<file path="src/rtl/irq_controller.sv">
// irq_controller: fixed-priority interrupt controller with masked sticky pending bits; define IRQC_LEVEL_EN for level-sensitive sources
module irq_controller #(
  parameter int N_SRC = 4,
  parameter int ID_W = 3
) (
  input  logic clk,
  input  logic reset,
  input  logic [N_SRC-1:0] src_irq,
  input  logic PCK,
  input  logic eret,
  input  logic wr_en,
  input  logic rd_en,
  input  logic [1:0] addr,
  input  logic [31:0] wr_data,
  output logic [31:0] rd_data,
  output logic IRQ,
  output logic [ID_W-1:0] irq_id
);
  typedef enum logic [1:0] {IDLE, REQ, SVC} state_t;
  state_t state;
  logic [N_SRC-1:0] mask, pend, eligible, sel;
  logic [ID_W-1:0] winner;
  logic take;
  logic [31:0] status, rd_mux;
  logic unused_wr;
  assign unused_wr = ^wr_data[31:N_SRC];
  assign eligible = pend & mask;
  assign sel = N_SRC'(1) << irq_id;
  assign take = state == REQ && !PCK;
  assign status = {state == SVC, state == REQ, {(30-ID_W){1'b0}}, irq_id};
  // lowest set eligible index wins
  always_comb begin
    winner = '0;
    for (int i = N_SRC - 1; i >= 0; i--) winner = eligible[i] ? ID_W'(i) : winner;
  end
  // read mux sees pre-write state so a same-cycle read returns the old value
  always_comb rd_mux = addr == 2'd0 ? 32'(mask) : addr == 2'd1 ? 32'(pend) : addr == 2'd2 ? status : 32'd0;
  // mask register and registered read data
  always_ff @(posedge clk)
    if (reset) begin
      mask <= '0;
      rd_data <= '0;
    end else begin
      if (wr_en && addr == 2'd0) mask <= wr_data[N_SRC-1:0];
      if (rd_en) rd_data <= rd_mux;
    end
`ifdef IRQC_LEVEL_EN
  // pending bits follow the request lines; software and the take cannot clear them
  always_ff @(posedge clk) pend <= reset ? '0 : src_irq;
`else
  logic [N_SRC-1:0] prev, clr;
  assign clr = (wr_en && addr == 2'd1 ? wr_data[N_SRC-1:0] : '0) | (take ? sel : '0);
  // sticky pending bits: a new rising edge beats any clear landing on the same edge
  always_ff @(posedge clk)
    if (reset) begin
      pend <= '0;
      prev <= '0;
    end else begin
      pend <= (pend & ~clr) | (src_irq & ~prev);
      prev <= src_irq;
    end
`endif
  // one interrupt in flight: request, taken in user mode, serviced until eret
  always_ff @(posedge clk)
    if (reset) begin
      state <= IDLE;
      IRQ <= 1'b0;
      irq_id <= '0;
    end else
      case (state)
        IDLE:
          if (|eligible) begin
            state <= REQ;
            IRQ <= 1'b1;
            irq_id <= winner;
          end
        REQ:
          if (!PCK) begin
            state <= SVC;
            IRQ <= 1'b0;
          end else if (~|(eligible & sel)) begin
            state <= IDLE;
            IRQ <= 1'b0;
          end
        SVC: if (eret) state <= IDLE;
        default: begin
          state <= IDLE;
          IRQ <= 1'b0;
        end
      endcase
endmodule

</file>
<file path="config.mk">
export PLATFORM = sky130hd
export DESIGN_NAME = irq_controller
export DESIGN_NICKNAME = d
export VERILOG_FILES = /design/src/rtl/irq_controller.sv
export SDC_FILE = /design/constraint.sdc
export NUM_CORES = 1
export LEC_CHECK = 0
export ABC_AREA = 1
export CAP_MARGIN = 25
export CELL_PAD_IN_SITES_DETAIL_PLACEMENT = 0
export CELL_PAD_IN_SITES_GLOBAL_PLACEMENT = 2
export CORE_MARGIN = 2
export CORE_UTILIZATION = 16
export CTS_BUF_LIST = sky130_fd_sc_hd__clkbuf_8
export CTS_CLUSTER_SIZE = 20
export DETAILED_ROUTE_END_ITERATION = 6
export GPL_TIMING_DRIVEN = 0
export PLACE_DENSITY = 0.75
export SLEW_MARGIN = 20
export SYNTH_ARGS = -nofsm -noshare
export SYNTH_HDL_FRONTEND = slang
export SYNTH_SLANG_ARGS = --single-unit
</file>
<file path="constraint.sdc">
create_clock -name clk -period 1.14 [get_ports clk]
set_clock_uncertainty 0.1 [all_clocks]
set_input_delay 0.285 -clock clk [delete_from_list [all_inputs] [get_ports clk]]
set_output_delay 0.285 -clock clk [all_outputs]
set_load 0.03 [all_outputs]
</file>
==> results.sh <==
export IMPL_synthTopCellsByCount="buf_4, nor2_1, dfxtp_1"
export IMPL_place_congestion=0.794
export IMPL_grt_pass1_vias=1070
export IMPL_multi_input_area_um2=679
export IMPL_viasPerCell=3.49
export IMPL_drt_iter0_markers=29
export IMPL_htreeDepth=1
export IMPL_p_leak_nw=0.935
export IMPL_synthAdderAreaFrac_pct=0
export IMPL_powerDensity_mw_per_mm2=1010
export IMPL_rsz0062_at_grt="yes"
export IMPL_synthArstFlopShare_pct=0
export IMPL_cts_sinks=23
export IMPL_cp_num_buf_inv=1
export IMPL_die_w_um=91.6
export IMPL_overflow=0
export IMPL_via_count=1172
export IMPL_syn_area_mm2=0.00123
export IMPL_synth_edf_count=0
export IMPL_ctsHoldBuffers=0
export IMPL_grt_max_degree=14
export IMPL_hold_viol=0
export IMPL_worstSetupPathType="reg2out"
export IMPL_wl_per_cell_um=9.62
export IMPL_core_mm2=0.00733
export IMPL_cts_tree="done"
export IMPL_hp_class="in2reg"
export IMPL_yosys_area_share_simple_pct=24.5
export IMPL_endpoint_kind="primary output"
export IMPL_fin_ws_ns=-0.0484
export IMPL_met1_usage_pct=10.2
export IMPL_port_buffers=24
export IMPL_synth_cell_types=25
export IMPL_dp_cells=321
export IMPL_crit_family="flip-flops"
export IMPL_period_needed_ns=1.19
export IMPL_drive_above_1_share_pct=42.2
export IMPL_path_max_fanout=6
export IMPL_required_ns=0.75
export IMPL_yosysTopAreaCell="dfxtp_1"
export IMPL_top_usage_layer="met2"
export IMPL_die_height_um=91.6
export IMPL_synth_xor_xnor_area_share_pct=0
export IMPL_clk_insertion_delay_late_ns=0.26
export IMPL_grtUsageMet3_pct=2.47
export IMPL_synth_seq_cells=23
export IMPL_finalSetupViolations=3
export IMPL_max_stage_delay_ns=0.40
export IMPL_n_fill_cell=797
export IMPL_antenna_cells=0
export IMPL_syn_avg_cell_area_um2=7.14
export IMPL_synth_area_leaders="dfxtp_1, buf_4, nor2_1, nand2_1, inv_1"
export IMPL_grt_usage_pct=8.02
export IMPL_finalNetCount=282
export IMPL_finalNonFillerCells=336
export IMPL_dr_pass1_iters=4
export IMPL_ys_warn_count=0
export IMPL_yosysMostFrequentCell="buf_4"
export IMPL_critical_path_arrival_ns=0.80
export IMPL_post_route_drc_count=0
export IMPL_ir_drop_mv=0.376
export IMPL_setup_tns_ns=-0.117
export IMPL_antenna_found_initial=0
export IMPL_postSynthCellCount=172
export IMPL_initial_utilization_pct=16.8
export IMPL_cts_buffers=3
export IMPL_wl_um=3230
export IMPL_ys_seq_area_share_pct=37.5
export IMPL_synthToLayoutAreaGrowth_pct=59.9
export IMPL_fmax_mhz=841
export IMPL_synth_top_family_by_area="simple AND/OR/NAND/NOR gates"
export IMPL_ioPinCount=80
export IMPL_met2_usage_pct=13.1
export IMPL_period_share_pct=104
export IMPL_ys_flop_type="dfxtp_1"
export IMPL_cp_slowest_cell="dfxtp_4"
export IMPL_die_area_mm2=0.00840
export IMPL_cts_max_path_buffers=2
export IMPL_cp_start_kind="register"
export IMPL_maxCapViolCount=0
export IMPL_hpwl_um=2490
export IMPL_grt_pass1_wl_um=5240
export IMPL_cts_root_buf="clkbuf_8"
export IMPL_synth_top_cell_area_share_pct=37.5
export IMPL_drtAntennaViolNets=0
export IMPL_synth_compound_area_share_pct=14.5
export IMPL_slew_viol_final=0
export IMPL_status="finished with violations"
export IMPL_cp_cell_sequence="buf_6"
export IMPL_synth_area_mux_share_pct=0
export IMPL_clk_pin_slew_worst_paths_ns=0.08
export IMPL_violations="setup timing"
export IMPL_seq_area_um2=487
export IMPL_rows=31
==> state kept, by name, indices dropped and copies added, names as in the netlist <==
signal and count:
state 2, rd_data 6, irq_id 2, IRQ 1, mask 4, prev 4, pend 4
==> where the power goes <==
part           leakage, nW  total (mW)  internal [mW]  switching, mW
clock network       0.0255       0.508          0.244          0.264
logic                0.713       0.561          0.239          0.322
registers            0.196       0.912          0.860         0.0524
total                0.935        1.98           1.34          0.638
==> cells by family after synthesis <==
group / after synthesis
simple gates: 69
buf+inv: 49
compound gates: 30
flops: 23
other cells: 1
==> final cells by class <==
cell class	count	share of cell area (%)
well taps	99	6.31
inverters	19	3.89
multi-input cells	126	34.6
clock buffers	3	2.10
repair buffers	35	16.4
plain buffers	30	11.7
clock inverters	1	0.255
flip-flops and latches	23	24.8
==> per-stage QoR <==
stage	utilization [%]	power [mW]	setup slack [ns]	area [um2]	hold WS (ns)
2_1_floorplan	-	1.25	0.0177	1330	0.277
3_3_place_gp	23.2	1.39	-0.670	1700	0.304
3_5_place_dp	23.2	1.40	-0.659	1700	0.307
4_1_cts	26.3	1.98	-0.0451	1930	0.298
5_1_grt	26.8	2.08	-0.0983	1960	0.320
6_report	26.8	1.98	-0.0484	1960	0.293
==> metal layers <==
| metal | vias to the layer above | share of wire (%) |
|---|---|---|
| met3 | 2 | 4.9 |
| met4 | 0 | 0.93 |
| li1 | 632 | - |
| met2 | 32 | 46 |
| met1 | 506 | 48 |
| met5 | - | 0 |
==> repair_timing <==
action                                  CTS  global route
endpoints found under the setup margin   32            21
resized for setup                       110            15
endpoints found under the hold margin     0             0
cloned                                    0             0
setup buffers                             9             2
pin swaps                                 7             3
==> worst paths after layout <==
check / startpoint / end / slack, ns / cells after the start
hold reg to reg: prev[1] / pend[1] / 0.31 / 1
hold / removal: addr[1] / rd_data[1] / 0.29 / 4
setup reg to reg: irq_id[0] / IRQ / -0.03 / 9
setup / recovery: irq_id[1] / irq_id[1] / -0.05 / 1
==> cell usage in the layout, fill, tap and decap left out, drive strengths merged <==
master	count
nor3	3
nand3	9
nand2	25
o211ai	1
buf	47
nor2	28
a21oi	11
o21a	1
clkbuf	8
a41oi	2
a211oi	1
conb	27
dlygate4sd2	3
or2	1
o21ai	11
clkinv	1
o31ai	2
dlymetal6s2s	1
dfxtp	23
o221ai	1
inv	19
nand4	3
clkdlybuf4s50	9
No activity file was read; power rests on OpenSTA's default activity.
